$ cat src/rtl/vga_rx_pkg.sv
// vga_rx_pkg: default 640x480@60 timing constants, total-period helpers and receiver state encoding.
package vga_rx_pkg;

  localparam int unsigned H_ACTIVE_DEF = 640;
  localparam int unsigned H_FP_DEF     = 16;
  localparam int unsigned H_SYNC_DEF   = 96;
  localparam int unsigned H_BP_DEF     = 48;
  localparam int unsigned V_ACTIVE_DEF = 480;
  localparam int unsigned V_FP_DEF     = 10;
  localparam int unsigned V_SYNC_DEF   = 2;
  localparam int unsigned V_BP_DEF     = 33;
  localparam int unsigned PIX_DLY_DEF  = 1;

  typedef enum logic [1:0] {
    SEARCH  = 2'd0,
    MEASURE = 2'd1,
    LOCKED  = 2'd2
  } rx_state_e;

  function automatic int unsigned h_tot(input int unsigned act, input int unsigned fp,
                                        input int unsigned sync, input int unsigned bp);
    return act + fp + sync + bp;
  endfunction

  function automatic int unsigned v_tot(input int unsigned act, input int unsigned fp,
                                        input int unsigned sync, input int unsigned bp);
    return act + fp + sync + bp;
  endfunction

endpackage

$ cat src/rtl/vga_sync_edge.sv
// vga_sync_edge: samples a sync line on pixel ticks and flags a 1->0 transition on the sampling tick.
module vga_sync_edge (
  input  logic clk,
  input  logic rst_n,
  input  logic p_tick,
  input  logic sync_in,
  output logic fall
);

  logic sync_q, sync_d;

  always_comb begin
    sync_d = sync_q;
    if (p_tick) sync_d = sync_in;
  end

  always_ff @(posedge clk or negedge rst_n) begin
    if (!rst_n) sync_q <= 1'b1;
    else        sync_q <= sync_d;
  end

  assign fall = p_tick & sync_q & ~sync_in;

endmodule

$ cat src/rtl/vga_sync_receiver.sv
// vga_sync_receiver: locks to VGA sync timing, recovers active pixels/coordinates, flags timing faults.
// Defining VGA_RX_CHECKSUM_EN adds a per-frame 16-bit wrapping sum of active pixels on frame_sum.
module vga_sync_receiver
  import vga_rx_pkg::*;
#(
  parameter int unsigned H_ACTIVE = H_ACTIVE_DEF,
  parameter int unsigned H_FP     = H_FP_DEF,
  parameter int unsigned H_SYNC   = H_SYNC_DEF,
  parameter int unsigned H_BP     = H_BP_DEF,
  parameter int unsigned V_ACTIVE = V_ACTIVE_DEF,
  parameter int unsigned V_FP     = V_FP_DEF,
  parameter int unsigned V_SYNC   = V_SYNC_DEF,
  parameter int unsigned V_BP     = V_BP_DEF,
  parameter int unsigned PIX_DLY  = PIX_DLY_DEF
) (
  input  logic        clk_100Mhz,
  input  logic        reset_n,
  input  logic        p_tick,
  input  logic        hsync,
  input  logic        vsync,
  input  logic [11:0] rgb,
  output logic        locked,
  output logic        pix_valid,
  output logic [9:0]  x,
  output logic [9:0]  y,
  output logic [11:0] pix_rgb,
  output logic        frame_start,
  output logic [9:0]  line_len,
  output logic [9:0]  frame_lines,
  output logic        timing_err,
  output logic [15:0] frame_sum
);

  localparam logic [9:0] H_TOT_L = 10'(h_tot(H_ACTIVE, H_FP, H_SYNC, H_BP));
  localparam logic [9:0] V_TOT_L = 10'(v_tot(V_ACTIVE, V_FP, V_SYNC, V_BP));
  localparam logic [9:0] H0      = 10'(H_SYNC + H_BP + PIX_DLY);
  localparam logic [9:0] V0      = 10'(V_SYNC + V_BP);
  localparam logic [9:0] H_W     = 10'(H_ACTIVE);
  localparam logic [9:0] V_W     = 10'(V_ACTIVE);

  logic      hs_fall, vs_fall;
  rx_state_e state_q, state_d;
  logic [9:0]  hcnt_q, hcnt_d, vcnt_q, vcnt_d;
  logic [9:0]  line_len_q, line_len_d, frame_lines_q, frame_lines_d;
  logic [9:0]  x_q, x_d, y_q, y_d, x_off, y_off;
  logic [11:0] pix_rgb_q, pix_rgb_d;
  logic        bad_q, bad_d;
  logic        pix_valid_q, pix_valid_d, frame_start_q, frame_start_d, timing_err_q, timing_err_d;
  logic        line_bad, frame_bad, timeout, in_win;

  vga_sync_edge u_hs_edge (.clk(clk_100Mhz), .rst_n(reset_n), .p_tick(p_tick), .sync_in(hsync), .fall(hs_fall));
  vga_sync_edge u_vs_edge (.clk(clk_100Mhz), .rst_n(reset_n), .p_tick(p_tick), .sync_in(vsync), .fall(vs_fall));

  // Window and timeout use the post-update counts so hcnt==0 on the hsync-fall tick itself.
  always_comb begin
    state_d       = state_q;
    hcnt_d        = hcnt_q;
    vcnt_d        = vcnt_q;
    line_len_d    = line_len_q;
    frame_lines_d = frame_lines_q;
    bad_d         = bad_q;
    x_d           = x_q;
    y_d           = y_q;
    pix_rgb_d     = pix_rgb_q;
    pix_valid_d   = 1'b0;
    frame_start_d = 1'b0;
    timing_err_d  = 1'b0;
    line_bad      = 1'b0;
    frame_bad     = 1'b0;
    timeout       = 1'b0;
    in_win        = 1'b0;
    x_off         = '0;
    y_off         = '0;
    if (p_tick) begin
      if (vs_fall || hs_fall)  hcnt_d = '0;
      else if (hcnt_q != '1)   hcnt_d = hcnt_q + 1'b1;
      if (vs_fall)                     vcnt_d = '0;
      else if (hs_fall && vcnt_q != '1) vcnt_d = vcnt_q + 1'b1;
      if (hs_fall) line_len_d    = hcnt_q + 1'b1;
      if (vs_fall) frame_lines_d = vcnt_q + 1'b1;

      line_bad  = hs_fall && (line_len_d != H_TOT_L);
      frame_bad = vs_fall && (frame_lines_d != V_TOT_L);
      timeout   = (hcnt_d == '1);

      unique case (state_q)
        SEARCH: begin
          if (vs_fall) begin
            state_d = MEASURE;
            bad_d   = 1'b0;
          end
        end
        MEASURE: begin
          if (line_bad) bad_d = 1'b1;
          if (vs_fall) begin
            state_d = (!bad_q && !line_bad && !frame_bad) ? LOCKED : MEASURE;
            bad_d   = 1'b0;
          end
        end
        LOCKED: begin
          // A fault mid-frame leaves a partial frame, so the first re-measure frame is discarded.
          if (line_bad || frame_bad) begin
            timing_err_d = 1'b1;
            state_d      = MEASURE;
            bad_d        = !vs_fall;
          end
        end
        default: state_d = SEARCH;
      endcase

      if (timeout) begin
        state_d = SEARCH;
        if (state_q == LOCKED) timing_err_d = 1'b1;
      end

      if (vs_fall && state_q == LOCKED) frame_start_d = 1'b1;

      x_off  = hcnt_d - H0;
      y_off  = vcnt_d - V0;
      in_win = (hcnt_d >= H0) && (x_off < H_W) && (vcnt_d >= V0) && (y_off < V_W);
      if (state_q == LOCKED && in_win) begin
        pix_valid_d = 1'b1;
        x_d         = x_off;
        y_d         = y_off;
        pix_rgb_d   = rgb;
      end
    end
  end

  always_ff @(posedge clk_100Mhz or negedge reset_n) begin
    if (!reset_n) begin
      state_q       <= SEARCH;
      hcnt_q        <= '0;
      vcnt_q        <= '0;
      line_len_q    <= '0;
      frame_lines_q <= '0;
      bad_q         <= 1'b0;
      x_q           <= '0;
      y_q           <= '0;
      pix_rgb_q     <= '0;
      pix_valid_q   <= 1'b0;
      frame_start_q <= 1'b0;
      timing_err_q  <= 1'b0;
    end else begin
      state_q       <= state_d;
      hcnt_q        <= hcnt_d;
      vcnt_q        <= vcnt_d;
      line_len_q    <= line_len_d;
      frame_lines_q <= frame_lines_d;
      bad_q         <= bad_d;
      x_q           <= x_d;
      y_q           <= y_d;
      pix_rgb_q     <= pix_rgb_d;
      pix_valid_q   <= pix_valid_d;
      frame_start_q <= frame_start_d;
      timing_err_q  <= timing_err_d;
    end
  end

`ifdef VGA_RX_CHECKSUM_EN
  logic [15:0] acc_q, acc_d, frame_sum_q, frame_sum_d;

  always_comb begin
    acc_d       = acc_q;
    frame_sum_d = frame_sum_q;
    if (vs_fall) begin
      if (state_q == LOCKED) frame_sum_d = acc_q;
      acc_d = '0;
    end else if (pix_valid_d) begin
      acc_d = acc_q + {4'b0000, rgb};
    end
  end

  always_ff @(posedge clk_100Mhz or negedge reset_n) begin
    if (!reset_n) begin
      acc_q       <= '0;
      frame_sum_q <= '0;
    end else begin
      acc_q       <= acc_d;
      frame_sum_q <= frame_sum_d;
    end
  end

  assign frame_sum = frame_sum_q;
`else
  assign frame_sum = '0;
`endif

  assign locked      = (state_q == LOCKED);
  assign pix_valid   = pix_valid_q;
  assign x           = x_q;
  assign y           = y_q;
  assign pix_rgb     = pix_rgb_q;
  assign frame_start = frame_start_q;
  assign line_len    = line_len_q;
  assign frame_lines = frame_lines_q;
  assign timing_err  = timing_err_q;

endmodule

$ cat config.mk
export PLATFORM = sky130hd
export DESIGN_NAME = vga_sync_receiver
export DESIGN_NICKNAME = d
export VERILOG_FILES = /design/src/rtl/vga_rx_pkg.sv /design/src/rtl/vga_sync_edge.sv /design/src/rtl/vga_sync_receiver.sv
export SDC_FILE = /design/constraint.sdc
export NUM_CORES = 1
export LEC_CHECK = 0
export BUFFER_PORTS_ARGS = -buffer_cell sky130_fd_sc_hd__buf_4
export CAP_MARGIN = 10
export CORE_ASPECT_RATIO = 1.5
export CORE_UTILIZATION = 35
export DETAILED_ROUTE_END_ITERATION = 16
export PLACE_DENSITY = 0.6
export REMOVE_ABC_BUFFERS = 1
export SLEW_MARGIN = 10
export SYNTH_ARGS = -nofsm -noshare
export SYNTH_HDL_FRONTEND = slang
export SYNTH_SLANG_ARGS = --single-unit
$ cat constraint.sdc
create_clock -name clk_100Mhz -period 4.5 [get_ports clk_100Mhz]
set_input_delay 0.225 -clock clk_100Mhz [delete_from_list [all_inputs] [get_ports clk_100Mhz]]
set_output_delay 0.225 -clock clk_100Mhz [all_outputs]
set_load 0.01 [all_outputs]
==> results.toml, run 1 <==
[status]
status = "finished, final reports clean"

[pwr]
p_sw_mw = 0.809
comb_power_share_pct = 28.8
p_total_mw = 2.39
sw_frac_of_total_pct = 33.8
power_density_nw_per_um2 = 412
peakVddDrop_uv = 200
seq_power_share_pct = 37.8
p_leak_nw = 2.80
intPower_mw = 1.58
power_frac_clock_pct = 33.5

[yosys]
synth-seq-cells = 80
synthTopCellsByArea = "dfrtp_1, mux2_4, nand2_1, xnor2_1, o21ai_0"
yosysTopAreaCell = "dfrtp_1"
synthArstFlopShare_pct = 100
postSynthAreaPerCell_um2 = 9.85
synth_top_area_share_pct = 39.9
yosysSeqAreaShare_pct = 40.9
yosys_warnings = 0
synthCells = 497
synth_flop_cell = "dfrtp_1"
netlist_area_um2 = 4900
yosysUniqueCellTypes = 69
synth_edf_count = 0

[layout]
n_fill_cell = 1315
antennaDiodeCount = 0
post-route-util_pct = 42.7
regArea_um2 = 2000
nets = 586
drive_gt1_share_pct = 25.4
area_growth_pct = 18.6
multi_input_area_um2 = 2620

[drt]
route.detailed.drc = 0
dr.pass1.iters = 5
routed_via_density = 5.43
vias = 3935
dr.first_iter.drc_count = 241
wl_um = 12400
wire_per_inst_um = 17.1
ant_nets = 0

[timing]
fin_ws_ns = 0.455
final_max_slew_viol_count = 0
setup_viol = 0
hold_viol_final = 0
max_freq_ghz = 0.247
layout_min_cycle_time_ns = 4.05
maxSlewHeadroom_pct = 31.0
skew_ns = 0.00771
tns_ns = 0
rsz0062_at_grt = "no"
final.period_utilization_pct = 89.9
tightest_slew_ns = 1.03

[grt]
antenna_found_initial = 0
grt_pass1_vias = 3842
grt_use_total_pct = 17.5
grt_use_met2_pct = 29.3
grt_start_max_net_pins = 81
grt_pass1_wl_um = 19800
use_met1_pct = 21.5
grt_overflow = 0
busiest_layer = "met2"
grt.met3_usage_pct = 3.24

[setup_path]
crit_required_ns = 4.72
crit_fanout = 19
r2r_slack_ns = 0.45
worst-setup-path-type = "flip-flop to flip-flop"
cp-start-kind = "flip-flop"
end_kind = "flip-flop"
crit_arrival_ns = 4.27

[cts]
clock-sinks = 80
clk_latency_ns = 0.34
htree_levels = 3
clockBufferDepth = 2
numCtsBuffers = 9
clk_pin_slew_ns = 0.06
clockRootBuffer = "clkbuf_16"
cts_tree = "yes"

[hold_path]
hp-class = "input pin to asynchronous set/reset pin"

[placement]
hpwl_um = 9010
routabilityCongestion = 0.908
place_ws_ns = 0.405
portBuffers = 72

[floorplanning]
fp.dieH_um = 147
core_area_um2 = 13600
die_w_um = 98.6
std_cell_rows = 52
io_pins = 89
die_area_um2 = 14500
start_util_pct = 36.0

[job]
maxCapViolations = 0
-- placed cells by master (no fill, tap or decap), types with 5 or more instances in the layout --
cell	instances
a21oi_1	19
a31oi_1	6
and2_1	8
and3_1	10
buf_4	80
clkbuf_16	9
conb_1	16
dfrtp_1	78
ha_1	10
inv_1	17
mux2_2	11
mux2_4	24
mux2i_1	10
nand2_1	58
nand3_1	20
nor2_1	19
nor2b_1	5
nor3_1	11
o211ai_1	5
o21ai_0	28
o31ai_1	6
xnor2_1	22
xor2_1	6
-- cells in the mapped netlist (all sizes together) (11+ instances only) --
cell and n:
a21oi 20, inv 17, buf 30, nor2 19, nand2 58, xnor2 22, o21ai 30, mux2 35
nand3 20, clkbuf 15, nor3 13, ha 11, dfrtp 78
-- final cells by class --
type                    instances  area share [%]
inverters                      17            1.10
clock inverters                 6            1.55
multi-input cells             370            45.1
repair buffers                 80            10.3
clock buffers                  10            3.94
well taps                     162            3.49
flip-flops and latches         80            34.5
-- sequential cells by signal, summed over array words and instances (netlist names), 2 cells and up --
| signal | cells |
|---|---|
| pix_rgb | 12 |
| frame_lines | 10 |
| hcnt_q | 10 |
| line_len | 10 |
| vcnt_q | 10 |
| x | 10 |
| y | 10 |
| state_q | 2 |
-- worst max-delay path, stage by stage (launching register included) --
cell and delay [ns]:
dfrtp_1 0.47, ha_2 0.34, and4_1 0.36, nand3_1 0.30
xor2_1 0.24, nand2_1 0.14, ha_1 0.22, o211ai_1 0.16
and2_1 0.21, nor4b_1 0.32, o211ai_1 0.21, a211oi_4 0.30
o21ai_4 0.09, buf_4 0.24, mux2_4 0.33
-- power groups by stage --
stage	Sequential, mW	Combinational, mW	Clock (mW)
floorplan	0.907	0.424	0
global placement	0.910	0.677	0
detailed placement	0.917	0.680	0
CTS	0.903	0.688	0.816
global route	0.920	0.762	0.837
finish	0.903	0.688	0.800
-- per-layer routing --
layer	routed length, µm	vias up
met4	399	0
met5	0	-
met3	544	36
met1	5240	1916
li1	-	1862
met2	6180	121
-- worst paths after layout --
kind | startpoint | endpoint | cells past startpoint
worst max-delay path | hcnt_q[0] | x[4] | 14
worst min-delay path | reset_n | line_len[1] | 1
worst max register to register | hcnt_q[0] | x[4] | 14
worst min register to register | frame_lines[9] | frame_lines[9] | 2
max in group asynchronous | reset_n | hcnt_q[6] | 1
min in group clk_100Mhz | rgb[5] | pix_rgb[5] | 2
-- kinds of logic after synthesis --
group | after synthesis | synth area share (%)
AND/OR/NAND/NOR | 166 | 17.6
AO/OA/AOI/OAI | 104 | 14.7
flip-flops | 80 | 40.9
buffers and inverters | 62 | 6.95
multiplexers | 45 | 11.9
XOR/XNOR | 28 | 5.01
adder cells (fa/ha/maj) | 11 | 2.81
other | 1 | 0.0766
-- stage by stage --
step	std cells	area (µm²)	hold slack, ns
4_1_cts	725	5810	0.101
3_3_place_gp	709	5490	0.456
5_1_grt	725	5810	0.106
6_report	725	5810	0.0357
3_5_place_dp	709	5490	0.461
2_1_floorplan	467	4680	-0.0706
-- timing repair --
| item | 4_1_cts | 5_1_grt |
|---|---|---|
| gates resized for setup | 0 | 1 |
| setup endpoints to repair | 0 | 26 |
| setup buffers | 0 | 0 |
| hold buffers | 0 | 0 |
No activity file was read; power rests on OpenSTA's default activity.
==> run 2, diff against run 1 <==
--- a/config.mk
+++ b/config.mk
@@ -7,10 +7,12 @@
 export LEC_CHECK = 0
 export BUFFER_PORTS_ARGS = -buffer_cell sky130_fd_sc_hd__buf_4
 export CAP_MARGIN = 10
+export CELL_PAD_IN_SITES_DETAIL_PLACEMENT = 1
+export CELL_PAD_IN_SITES_GLOBAL_PLACEMENT = 2
 export CORE_ASPECT_RATIO = 1.5
 export CORE_UTILIZATION = 35
 export DETAILED_ROUTE_END_ITERATION = 16
-export PLACE_DENSITY = 0.6
+export PLACE_DENSITY = 0.86
 export REMOVE_ABC_BUFFERS = 1
 export SLEW_MARGIN = 10
 export SYNTH_ARGS = -nofsm -noshare
==> run 2 against run 1 <==
Effect of this change: power is essentially flat; clock power is essentially flat; worst hold slack gained 0.016 ns; combinational power is essentially flat; non-clock buffer count grew 2; critical path type unchanged; global-route usage grew 1.8 points; register-to-register slack lost 0.03 ns; setup slack lost 0.031 ns; die area is the same; first-iteration DRC count shrank 38%; maximum frequency shrank 0.76%.
==> results.toml, run 2 (synthesis results as in run 1) <==
[drt]
vias = 3925
dr.pass1.iters = 4
dr.first_iter.drc_count = 150
routed_via_density = 5.40
wire_per_inst_um = 18.4
ant_nets = 0
route.detailed.drc = 0
wl_um = 13400

[status]
status = "finished, final reports clean"

[timing]
tightest_slew_ns = 1.06
tns_ns = 0
setup_viol = 0
rsz0062_at_grt = "no"
skew_ns = 0.00611
layout_min_cycle_time_ns = 4.08
hold_viol_final = 0
whs_ns = 0.0519
final.period_utilization_pct = 90.6
max_freq_ghz = 0.245
final_max_slew_viol_count = 0
maxSlewHeadroom_pct = 29.6

[setup_path]
crit_required_ns = 4.73
crit_arrival_ns = 4.30
cp-start-kind = "flip-flop"
worst-setup-path-type = "flip-flop to flip-flop"
end_kind = "flip-flop"
crit_fanout = 20

[grt]
grt_pass1_wl_um = 21800
antenna_found_initial = 0
grt_use_total_pct = 19.4
grt_overflow = 0
grt_pass1_vias = 4201
grt_start_max_net_pins = 81

[floorplanning]
io_pins = 89
die_area_um2 = 14500
std_cell_rows = 52
start_util_pct = 36.0
die_w_um = 98.6
fp.dieH_um = 147
core_area_um2 = 13600

[layout]
drive_gt1_share_pct = 25.5
antennaDiodeCount = 0
layout_commonest_cell = "buf_4"
area_growth_pct = 19.2
nets = 588
largest_reg_flops = 12
layout_common_cells = "buf_4, dfrtp_1, nand2_1, o21ai_0, mux2_4"
stdcell_area_um2 = 5830

[pwr]
p_leak_nw = 2.82
power_density_nw_per_um2 = 410
p_total_mw = 2.39
peakVddDrop_uv = 191

[cts]
clock-sinks = 80
clockBufferDepth = 2
post_cts_resized = 0
cts_tree = "yes"
cts_setup_buffers = 0
hold_buffers = 0
numCtsBuffers = 9
clockRootBuffer = "clkbuf_16"
htree_levels = 3
clk_latency_ns = 0.34
clk_pin_slew_ns = 0.06

[placement]
portBuffers = 72
place_area_um2 = 5510
routabilityCongestion = 0.843
hpwl_um = 9940

[job]
maxCapViolations = 0

[hold_path]
hp-class = "input pin to asynchronous set/reset pin"
## run 2: layout make-up
class                      count  area, µm²
fill                        1543       7760
multi-input combinational    370       2620
sequential                    80       2000
timing repair buffer          82        628
clock buffer                  10        229
tap                          162        203
clock inverter                 6       91.3
inverter                      17       63.8
## run 2: path summary, 6_finish.rpt
kind	start	endpoint	slack [ns]	cells past startpoint
hold reg to reg	frame_lines[7]	frame_lines[7]	0.48	2
setup reg to reg	hcnt_q[0]	pix_rgb[4]	0.42	14
min in group clk_100Mhz	rgb[10]	pix_rgb[10]	0.11	2
hold / removal	reset_n	state_q[1]	0.05	1
setup / recovery	hcnt_q[0]	pix_rgb[4]	0.42	14
max in group asynchronous	reset_n	x[1]	3.74	1
## run 2: stage by stage
| stage | cells | worst slack, ns | utilization [%] |
|---|---|---|---|
| global placement | 711 | 0.618 | 40.6 |
| detailed placement | 711 | 0.473 | 40.6 |
| CTS | 727 | 0.430 | 42.9 |
| floorplan | 467 | 0.154 | - |
| finish | 727 | 0.424 | 42.9 |
| global route | 727 | 0.167 | 42.9 |
## run 2: critical path, cell delays in order, from the launching register on
cell and delay, ns:
dfrtp_1 0.50, ha_1 0.23, and4_1 0.37, nand3_1 0.32, xor2_1 0.23, nand2_1 0.13, ha_1 0.22, o211ai_1 0.15
and2_1 0.21, nor4b_1 0.34, o211ai_1 0.19, a211oi_4 0.28, o21ai_4 0.24, buf_12 0.24, mux2_4 0.31
## run 2: layer usage
| layer | GRT usage (%) | part of all wire [%] | vias up | wire length [µm] |
|---|---|---|---|---|
| met4 | 9.70 | 3.3 | 0 | 438 |
| li1 | - | - | 1855 | - |
| met1 | 21.4 | 40 | 1950 | 5300 |
| met3 | 2.62 | 2.8 | 29 | 370 |
| met5 | 0 | 0 | - | 0 |
| met2 | 35.9 | 54 | 91 | 7270 |
## run 2: power by group
part | internal (mW) | switching, mW | total [mW]
Sequential | 0.800 | 0.106 | 0.906
Combinational | 0.296 | 0.392 | 0.688
Clock | 0.490 | 0.309 | 0.799
==> run 3, diff against run 2 <==
--- a/config.mk
+++ b/config.mk
@@ -12,6 +12,7 @@
 export CORE_ASPECT_RATIO = 1.5
 export CORE_UTILIZATION = 35
 export DETAILED_ROUTE_END_ITERATION = 16
+export GPL_TIMING_DRIVEN = 0
 export PLACE_DENSITY = 0.86
 export REMOVE_ABC_BUFFERS = 1
 export SLEW_MARGIN = 10
==> run 3 against run 2 <==
Effect of this change: critical path depth unchanged; setup slack got worse by 0.14 ns; clock skew about the same; clock power increased by 0.9%; cell count decreased by 0.96%; routed wire length decreased by 3.1%; worst hold slack got worse by 0.0039 ns; combinational power decreased by 3.5%; global-route usage decreased by 0.54 points; sequential share of layout area increased by 0.14 points; non-clock buffer count decreased by 7; highest routed layer unchanged.
==> results.toml, run 3 (synthesis results as in run 1) <==
[status]
status = "finished, final reports clean"

[cts]
htree_levels = 3
clk_pin_slew_ns = 0.06
clk_latency_ns = 0.34
clock-sinks = 80
clockBufferDepth = 2
clockRootBuffer = "clkbuf_16"
cts_tree = "yes"
numCtsBuffers = 9
hold_buffers = 0

[layout]
area_growth_pct = 18.7
layout_commonest_cell = "dfrtp_1"
layout_common_cells = "dfrtp_1, buf_4, nand2_1, o21ai_0, mux2_4"
drive_gt1_share_pct = 24.9
n_fill_cell = 1562
largest_reg_flops = 12
stdcell_area_um2 = 5810
post-route-util_pct = 42.7
nets = 581
antennaDiodeCount = 0
instances_no_fill = 720

[placement]
portBuffers = 72
place_area_um2 = 5450
routabilityCongestion = 0.869
hpwl_um = 9530
place_inst = 702

[timing]
final_max_slew_viol_count = 0
skew_ns = 0.00598
tns_ns = 0
tightest_slew_ns = 1.02
final.period_utilization_pct = 93.7
rsz0062_at_grt = "no"
setup_viol = 0
hold_viol_final = 0
whs_ns = 0.0480
maxSlewHeadroom_pct = 32.2
layout_min_cycle_time_ns = 4.21
max_freq_ghz = 0.237

[setup_path]
end_kind = "flip-flop"
cp_slowest_stage_delay_ns = 0.55
crit_fanout = 18
cp-start-kind = "flip-flop"
crit_slowest_cell = "dfrtp_1"
crit_required_ns = 4.73
path_common_cell = "o211ai_1"
crit_arrival_ns = 4.44
worst-setup-path-type = "flip-flop to flip-flop"
critPathBufInv = 1
cp_cell_sequence = "ha_2, and4_1, nand3_2, xor2_1, nand2_1, ha_1, o211ai_1, and2_1, nor4b_1, o211ai_1, a211oi_4, o21ai_4, buf_16, mux2_4"
cp_top_family = "simple AND/OR/NAND/NOR gates"

[floorplanning]
fp.dieH_um = 147
start_util_pct = 36.0
core_area_um2 = 13600
die_area_um2 = 14500
die_w_um = 98.6
io_pins = 89
std_cell_rows = 52

[grt]
grt_pass1_wl_um = 21300
antenna_found_initial = 0
grt_overflow = 0
grt_pass1_vias = 4141
grt_use_total_pct = 18.8
grt_start_max_net_pins = 81

[drt]
route.detailed.drc = 0
dr.first_iter.drc_count = 89
ant_nets = 0
wl_um = 13000
wire_per_inst_um = 18.0
dr.pass1.iters = 4
routed_via_density = 5.39
vias = 3884

[pwr]
power_density_nw_per_um2 = 410
p_leak_nw = 2.80
peakVddDrop_uv = 192

[hold_path]
hp-class = "input pin to asynchronous set/reset pin"

[job]
maxCapViolations = 0
run 3: worst register-to-register path: stages, from the launching register on:
cell and delay, ns:
dfrtp_1 0.55, ha_2 0.37, and4_1 0.42, nand3_2 0.25, xor2_1 0.21, nand2_1 0.13, ha_1 0.24, o211ai_1 0.17
and2_1 0.26, nor4b_1 0.33, o211ai_1 0.20, a211oi_4 0.30, o21ai_4 0.16, buf_16 0.20, mux2_4 0.32
run 3: layout make-up:
type                       instances  area (µm²)  area share, %
clock inverter                     5        78.8           1.36
timing repair buffer              75         596           10.2
sequential                        80        2000           34.5
tap                              162         203           3.49
inverter                          17        63.8           1.10
clock buffer                      11         243           4.18
multi-input combinational        370        2620           45.1
run 3: layer usage:
| layer | part of all wire, % | vias up | track usage (%) |
|---|---|---|---|
| met5 | 0 | - | 0 |
| met4 | 2.7 | 0 | 8.66 |
| met3 | 2.8 | 22 | 2.95 |
| met2 | 54 | 82 | 34.8 |
| met1 | 41 | 1924 | 20.9 |
| li1 | - | 1856 | - |
run 3: final timing paths:
check | endpoint | slack, ns | depth (start not counted) | startpoint
setup / recovery | pix_rgb[9] | 0.29 | 14 | hcnt_q[0]
max in group asynchronous | hcnt_q[1] | 3.78 | 1 | reset_n
min in group clk_100Mhz | pix_rgb[6] | 0.11 | 2 | rgb[6]
hold reg to reg | frame_lines[9] | 0.48 | 2 | frame_lines[9]
setup reg to reg | pix_rgb[9] | 0.29 | 14 | hcnt_q[0]
hold / removal | state_q[1] | 0.05 | 1 | reset_n
run 3: power breakdown:
| group | switching (mW) | leakage [nW] | total (mW) | internal (mW) |
|---|---|---|---|---|
| sequential | 0.112 | 1.07 | 0.912 | 0.800 |
| clock | 0.304 | 0.160 | 0.806 | 0.501 |
| combinational | 0.382 | 1.57 | 0.664 | 0.283 |
run 3: repair_timing:
| item | in CTS | in global routing |
|---|---|---|
| pin swaps | 0 | 1 |
| setup buffers | 0 | 2 |
| resized for setup | 1 | 1 |
| endpoints found under the setup margin | 15 | 28 |
| gates cloned | 0 | 0 |
run 3: metrics by stage:
stage               power, mW  setup WS [ns]
global placement         1.56         -0.759
finish                   2.38          0.285
global route             2.52         0.0672
floorplan                1.33          0.154
CTS                      2.41        0.00966
detailed placement       1.59        -0.0570
